**src/rtl/demand_detector.sv**
```systemverilog
// Request front end: synchronises and debounces raw sensor/button levels, latches demand
// per channel until served, counts wait seconds and reports the longest-waiting channel.
module demand_detector #(
   parameter int unsigned N_REQ         = 6,
   parameter int unsigned DEBOUNCE      = 20,
   parameter int unsigned TICKS_PER_SEC = 1000,
   parameter int unsigned WAIT_W        = 8,
   localparam int unsigned IDX_W        = (N_REQ > 1) ? $clog2(N_REQ) : 1
) (
   input  logic                    clk,
   input  logic                    reset_n,
   input  logic [N_REQ-1:0]        raw_in,
   input  logic [N_REQ-1:0]        serve,
   output logic [N_REQ-1:0]        demand,
   output logic [N_REQ*WAIT_W-1:0] wait_sec,
   output logic                    any_demand,
   output logic [IDX_W-1:0]        oldest_idx
);

   localparam int unsigned PSC_W = (TICKS_PER_SEC > 1) ? $clog2(TICKS_PER_SEC) : 1;
   localparam int unsigned DEB_W = (DEBOUNCE > 1) ? $clog2(DEBOUNCE) : 1;
   localparam logic [PSC_W-1:0]  PSC_LAST = PSC_W'(TICKS_PER_SEC - 1);
   localparam logic [DEB_W-1:0]  DEB_LAST = DEB_W'(DEBOUNCE - 1);
   localparam logic [WAIT_W-1:0] WAIT_MAX = '1;

   typedef enum logic [1:0] {StIdle, StQual, StPending, StServing} ch_state_e;

   logic [PSC_W-1:0]  psc_q;
   logic              tick;
   logic [WAIT_W-1:0] wait_arr [N_REQ];

   assign tick = (psc_q == PSC_LAST);

   always_ff @(posedge clk or negedge reset_n) begin
      if (!reset_n) begin
         psc_q <= '0;
      end else if (tick) begin
         psc_q <= '0;
      end else begin
         psc_q <= psc_q + 1'b1;
      end
   end

   for (genvar g = 0; g < N_REQ; g++) begin : g_ch
      logic [1:0]        sync_q;
      ch_state_e         state_q;
      logic [DEB_W-1:0]  deb_cnt_q;
      logic [WAIT_W-1:0] wait_q;
      logic              demand_q;

      always_ff @(posedge clk or negedge reset_n) begin
         if (!reset_n) begin
            sync_q    <= '0;
            state_q   <= StIdle;
            deb_cnt_q <= '0;
            wait_q    <= '0;
            demand_q  <= 1'b0;
         end else begin
            sync_q   <= {sync_q[0], raw_in[g]};
            // serve drops demand on the same edge it is sampled
            demand_q <= (state_q == StPending) && !serve[g];
            if (serve[g]) begin
               state_q   <= StServing;
               deb_cnt_q <= '0;
               wait_q    <= '0;
            end else begin
               case (state_q)
                  StIdle: begin
                     if (sync_q[1]) begin
                        state_q   <= StQual;
                        deb_cnt_q <= DEB_W'(1);
                     end
                  end
                  StQual: begin
                     if (!sync_q[1]) begin
                        state_q   <= StIdle;
                        deb_cnt_q <= '0;
                     end else if (deb_cnt_q == DEB_LAST) begin
                        state_q <= StPending;
                     end else begin
                        deb_cnt_q <= deb_cnt_q + 1'b1;
                     end
                  end
                  StPending: begin
                     if (tick && (wait_q != WAIT_MAX)) begin
                        wait_q <= wait_q + 1'b1;
                     end
                  end
                  StServing: begin
                     state_q   <= StIdle;
                     deb_cnt_q <= '0;
                  end
                  default: state_q <= StIdle;
               endcase
            end
         end
      end

      assign demand[g]                     = demand_q;
      assign wait_sec[g*WAIT_W +: WAIT_W]  = wait_q;
      assign wait_arr[g]                   = wait_q;
   end

   assign any_demand = |demand;

   logic [IDX_W-1:0]  oldest_d;
   logic [WAIT_W-1:0] best_wait;
   logic              found;

   // strict compare keeps the lowest index on ties
   always_comb begin
      oldest_d  = '0;
      best_wait = '0;
      found     = 1'b0;
      for (int i = 0; i < N_REQ; i++) begin
         if (demand[i] && (!found || (wait_arr[i] > best_wait))) begin
            found     = 1'b1;
            best_wait = wait_arr[i];
            oldest_d  = IDX_W'(i);
         end
      end
   end

   always_ff @(posedge clk or negedge reset_n) begin
      if (!reset_n) begin
         oldest_idx <= '0;
      end else begin
         oldest_idx <= oldest_d;
      end
   end

endmodule
```
**config.mk**
```make
export PLATFORM = sky130hd
export DESIGN_NAME = demand_detector
export DESIGN_NICKNAME = d
export VERILOG_FILES = /design/src/rtl/demand_detector.sv
export SDC_FILE = /design/constraint.sdc
export NUM_CORES = 1
export LEC_CHECK = 0
export CORE_UTILIZATION = 58
export DETAILED_ROUTE_END_ITERATION = 8
export GPL_ROUTABILITY_DRIVEN = 0
export PLACE_DENSITY = 0.9
export SETUP_SLACK_MARGIN = 0.15
export SLEW_MARGIN = 20
export SYNTH_ARGS = -nofsm -noshare
export SYNTH_HDL_FRONTEND = slang
export SYNTH_SLANG_ARGS = --single-unit
```
**constraint.sdc**
```tcl
create_clock -name clk -period 9.4 [get_ports clk]
set_clock_uncertainty 0.2 [all_clocks]
set_input_delay 2.82 -clock clk [delete_from_list [all_inputs] [get_ports clk]]
set_output_delay 2.82 -clock clk [all_outputs]
set_load 0.01 [all_outputs]
```
==> flow_metrics.py <==
metrics = {
    "run_status": {
        "outcome": "completed",
    },
    "finish": {
        "fin_nets": 946,
        "fin_util": 0.720,
        "syn_to_final_growth_pct": 18.8,
        "final_cell_count_no_fill": 1047,
        "layout_common_cells": "120 x dfrtp_1, 88 x nor2_1, 70 x clkdlybuf4s50_1",
        "final_common_cell": "dfrtp_1",
        "n_antenna_cell": 0,
        "drive_gt1_frac": 0.0557,
        "final_area_um2": 8790,
    },
    "hold_path": {
        "whs_path_depth": 0,
        "hold-path-endpoint": "g_ch[3].sync_q[1]",
        "hold_start": "g_ch[3].sync_q[0]",
        "hold_path.class": "reg -> reg",
    },
    "worst_setup_path": {
        "cp-end-kind": "register",
        "worstReg2RegEnd": "oldest_idx[2]",
        "criticalPathCategory": "reg -> reg",
        "arrival_ps": 8840,
        "cpLargestDelayFamily": "compound AO/OA/AOI/OAI gates",
        "worst-path-buf-inv": 2,
        "worst_path_most_repeated_cell": "ha_1",
        "reg2regPathDepth": 34,
        "rr_startpoint": "g_ch[0].demand_q",
        "rrSetupSlack_ps": 670,
        "cp.required_ps": 9510,
        "worst_path_largest_cell_delay_ps": 580,
        "critPathMaxFanout": 21,
        "cp_slowest_cell": "dfrtp_2",
        "critPathLaunchType": "register",
    },
    "grt": {
        "overflow": 0,
        "track_usage": 0.279,
        "grt_pass1_vias": 6093,
        "antenna_found_initial": 0,
        "grt_max_degree": 74,
        "grt_pass1_wl_um": 28800,
    },
    "clock_network": {
        "clkLatencyLatePin_ps": 430,
        "h-tree-depth": 4,
        "cts_tree": "done",
        "cts-root-buf": "clkbuf_16",
        "cts_hold_repair.buffers": 0,
        "numCtsBuffers": 17,
        "cts_max_path_buffers": 2,
        "clkTransAtPathRegs_ps": 60,
        "cts_num_sinks": 121,
    },
    "sta": {
        "period_share": 0.929,
        "worst_hold_slack_ps": 146,
        "max_slew_margin": 0.398,
        "finalSetupViolCount": 0,
        "report.final.hold_viol_count": 0,
        "fin_setup_tns_ps": 0,
        "rsz0062_at_grt": "no",
        "fmax_mhz": 115,
        "setup_ws_ps": 669,
        "worst_slew_pin_slew_ps": 903,
        "drv_slew": 0,
        "fin_crit_ps": 8730,
    },
    "synth": {
        "yosysSeqAreaShare": 0.409,
        "synthCells": 800,
        "syn-cell-area_um2": 7410,
        "synth-edff-count": 0,
        "synth_compound_area_frac": 0.139,
        "ys.flop_type": "dfrtp_1",
        "ys_async_sr_fraction": 1.00,
        "ys_seq_elements": 121,
        "synthAdderAreaFrac": 0.110,
        "synth_cell_types": 63,
        "synth-simple-area-share": 0.232,
        "synth_nets": 879,
        "synth_top_family_by_area": "simple AND/OR/NAND/NOR gates",
        "synth-warning-count": 0,
        "avgSynthCellArea_um2": 9.26,
        "synthMuxAreaShare": 0.0150,
        "synth_xor_area_frac": 0.0591,
    },
    "floorplan": {
        "core_area_um2": 12200,
        "die_x_um": 115,
        "rows": 40,
        "die_h_um": 115,
        "dieArea_um2": 13200,
        "io_pins": 72,
        "start_util": 0.606,
    },
    "job": {
        "drv_cap": 0,
    },
    "routing": {
        "drt-pass1-iter-count": 6,
        "via_count": 6294,
        "wirelength_um": 17000,
        "antenna_left": 0,
        "drc": 0,
        "drtIter0Drc": 558,
        "post_drt_wl_per_cell_um": 16.2,
        "vias_per_cell": 6.01,
    },
    "power_and_ir_drop": {
        "power.density_nw_per_um2": 160,
        "total_power_mw": 1.40,
        "p_leak_nw": 3.75,
        "ir_drop_v": 0.000234,
    },
    "placement": {
        "post_dp_cell_area_um2": 8210,
        "hpwl_um": 12000,
        "dp_slack_ps": 135,
        "place_inst": 1015,
        "port_buffers": 71,
    },
}
==> Yosys cell counts, types with 3 or more instances <==
cell type,number,area share
dfrtp_1,121,0.41
nor2_1,90,0.046
ha_1,65,0.11
nand2_1,58,0.029
a21oi_1,53,0.036
nand3_1,40,0.027
nand4_1,37,0.031
inv_1,34,0.017
xor2_1,28,0.033
o21ai_0,27,0.018
xnor2_1,22,0.026
nor2b_1,21,0.018
nor3_1,19,0.013
a31oi_1,15,0.013
clkbuf_1,12,0.0061
and3_1,11,0.0093
buf_4,11,0.011
nand2b_1,11,0.0093
and2_1,10,0.0084
mux2i_1,10,0.014
or3_1,10,0.0084
a211oi_1,9,0.0091
a222oi_1,7,0.0095
o21bai_1,7,0.0071
a21o_1,6,0.0061
nand3b_1,5,0.0051
o22a_1,5,0.0059
o211ai_1,4,0.0041
a211o_1,3,0.0035
a22oi_1,3,0.0030
nor4bb_1,3,0.0041
o2bb2ai_1,3,0.0035
==> sequential cells by signal (all words and copies together), names as in the netlist <==
| register | count |
|---|---|
| g_ch.wait_q | 48 |
| g_ch.deb_cnt_q | 30 |
| g_ch.state_q | 12 |
| g_ch.sync_q | 12 |
| psc_q | 10 |
| g_ch.demand_q | 6 |
| oldest_idx | 3 |
==> what timing repair did <==
| action | in CTS | in global routing |
|---|---|---|
| pin swaps | 0 | 1 |
| resized for setup | 1 | 5 |
| setup endpoints to repair | 1 | 3 |
| buffers inserted | 0 | 1 |
==> layer usage <==
metal	vias up	GRT usage	part of all wire
met3	40	0.0638	0.063
met4	0	0.119	0.019
met1	3027	0.366	0.43
met2	213	0.447	0.49
li1	3014	-	-
met5	-	0	0
==> worst max path at each step <==
stage	startpoint	to	slack, ps	cells after the start
global placement	g_ch[0].demand_q	oldest_idx[2]	520	34
detailed placement	g_ch[0].demand_q	oldest_idx[2]	140	34
finish	g_ch[0].demand_q	oldest_idx[2]	670	34
global route	g_ch[0].demand_q	oldest_idx[2]	130	34
CTS	g_ch[0].demand_q	oldest_idx[2]	360	34
floorplan	g_ch[0].demand_q	oldest_idx[2]	1170	39
==> report_power, final <==
part / internal, mW / switching (mW) / total, mW
combinational: 0.0947 / 0.133 / 0.228
clock: 0.370 / 0.225 / 0.596
sequential: 0.549 / 0.0300 / 0.579
==> logic make-up (layout without fill, tap and decap cells) <==
| group | Yosys count | count (layout) |
|---|---|---|
| compound gates | 159 | 159 |
| xor+xnor | 50 | 50 |
| fa+ha+maj | 65 | 65 |
| buf+inv | 60 | 139 |
| flops | 121 | 121 |
| mux | 11 | 11 |
| simple gates | 334 | 334 |
==> cell type report <==
type	instances	area, µm²
clock buffer	21	460
inverter	34	128
timing repair buffer	74	743
fill	924	3420
multi-input combinational	619	4150
clock inverter	10	77.6
sequential	121	3030
tap	168	210
No activity file was read; power rests on OpenSTA's default activity.
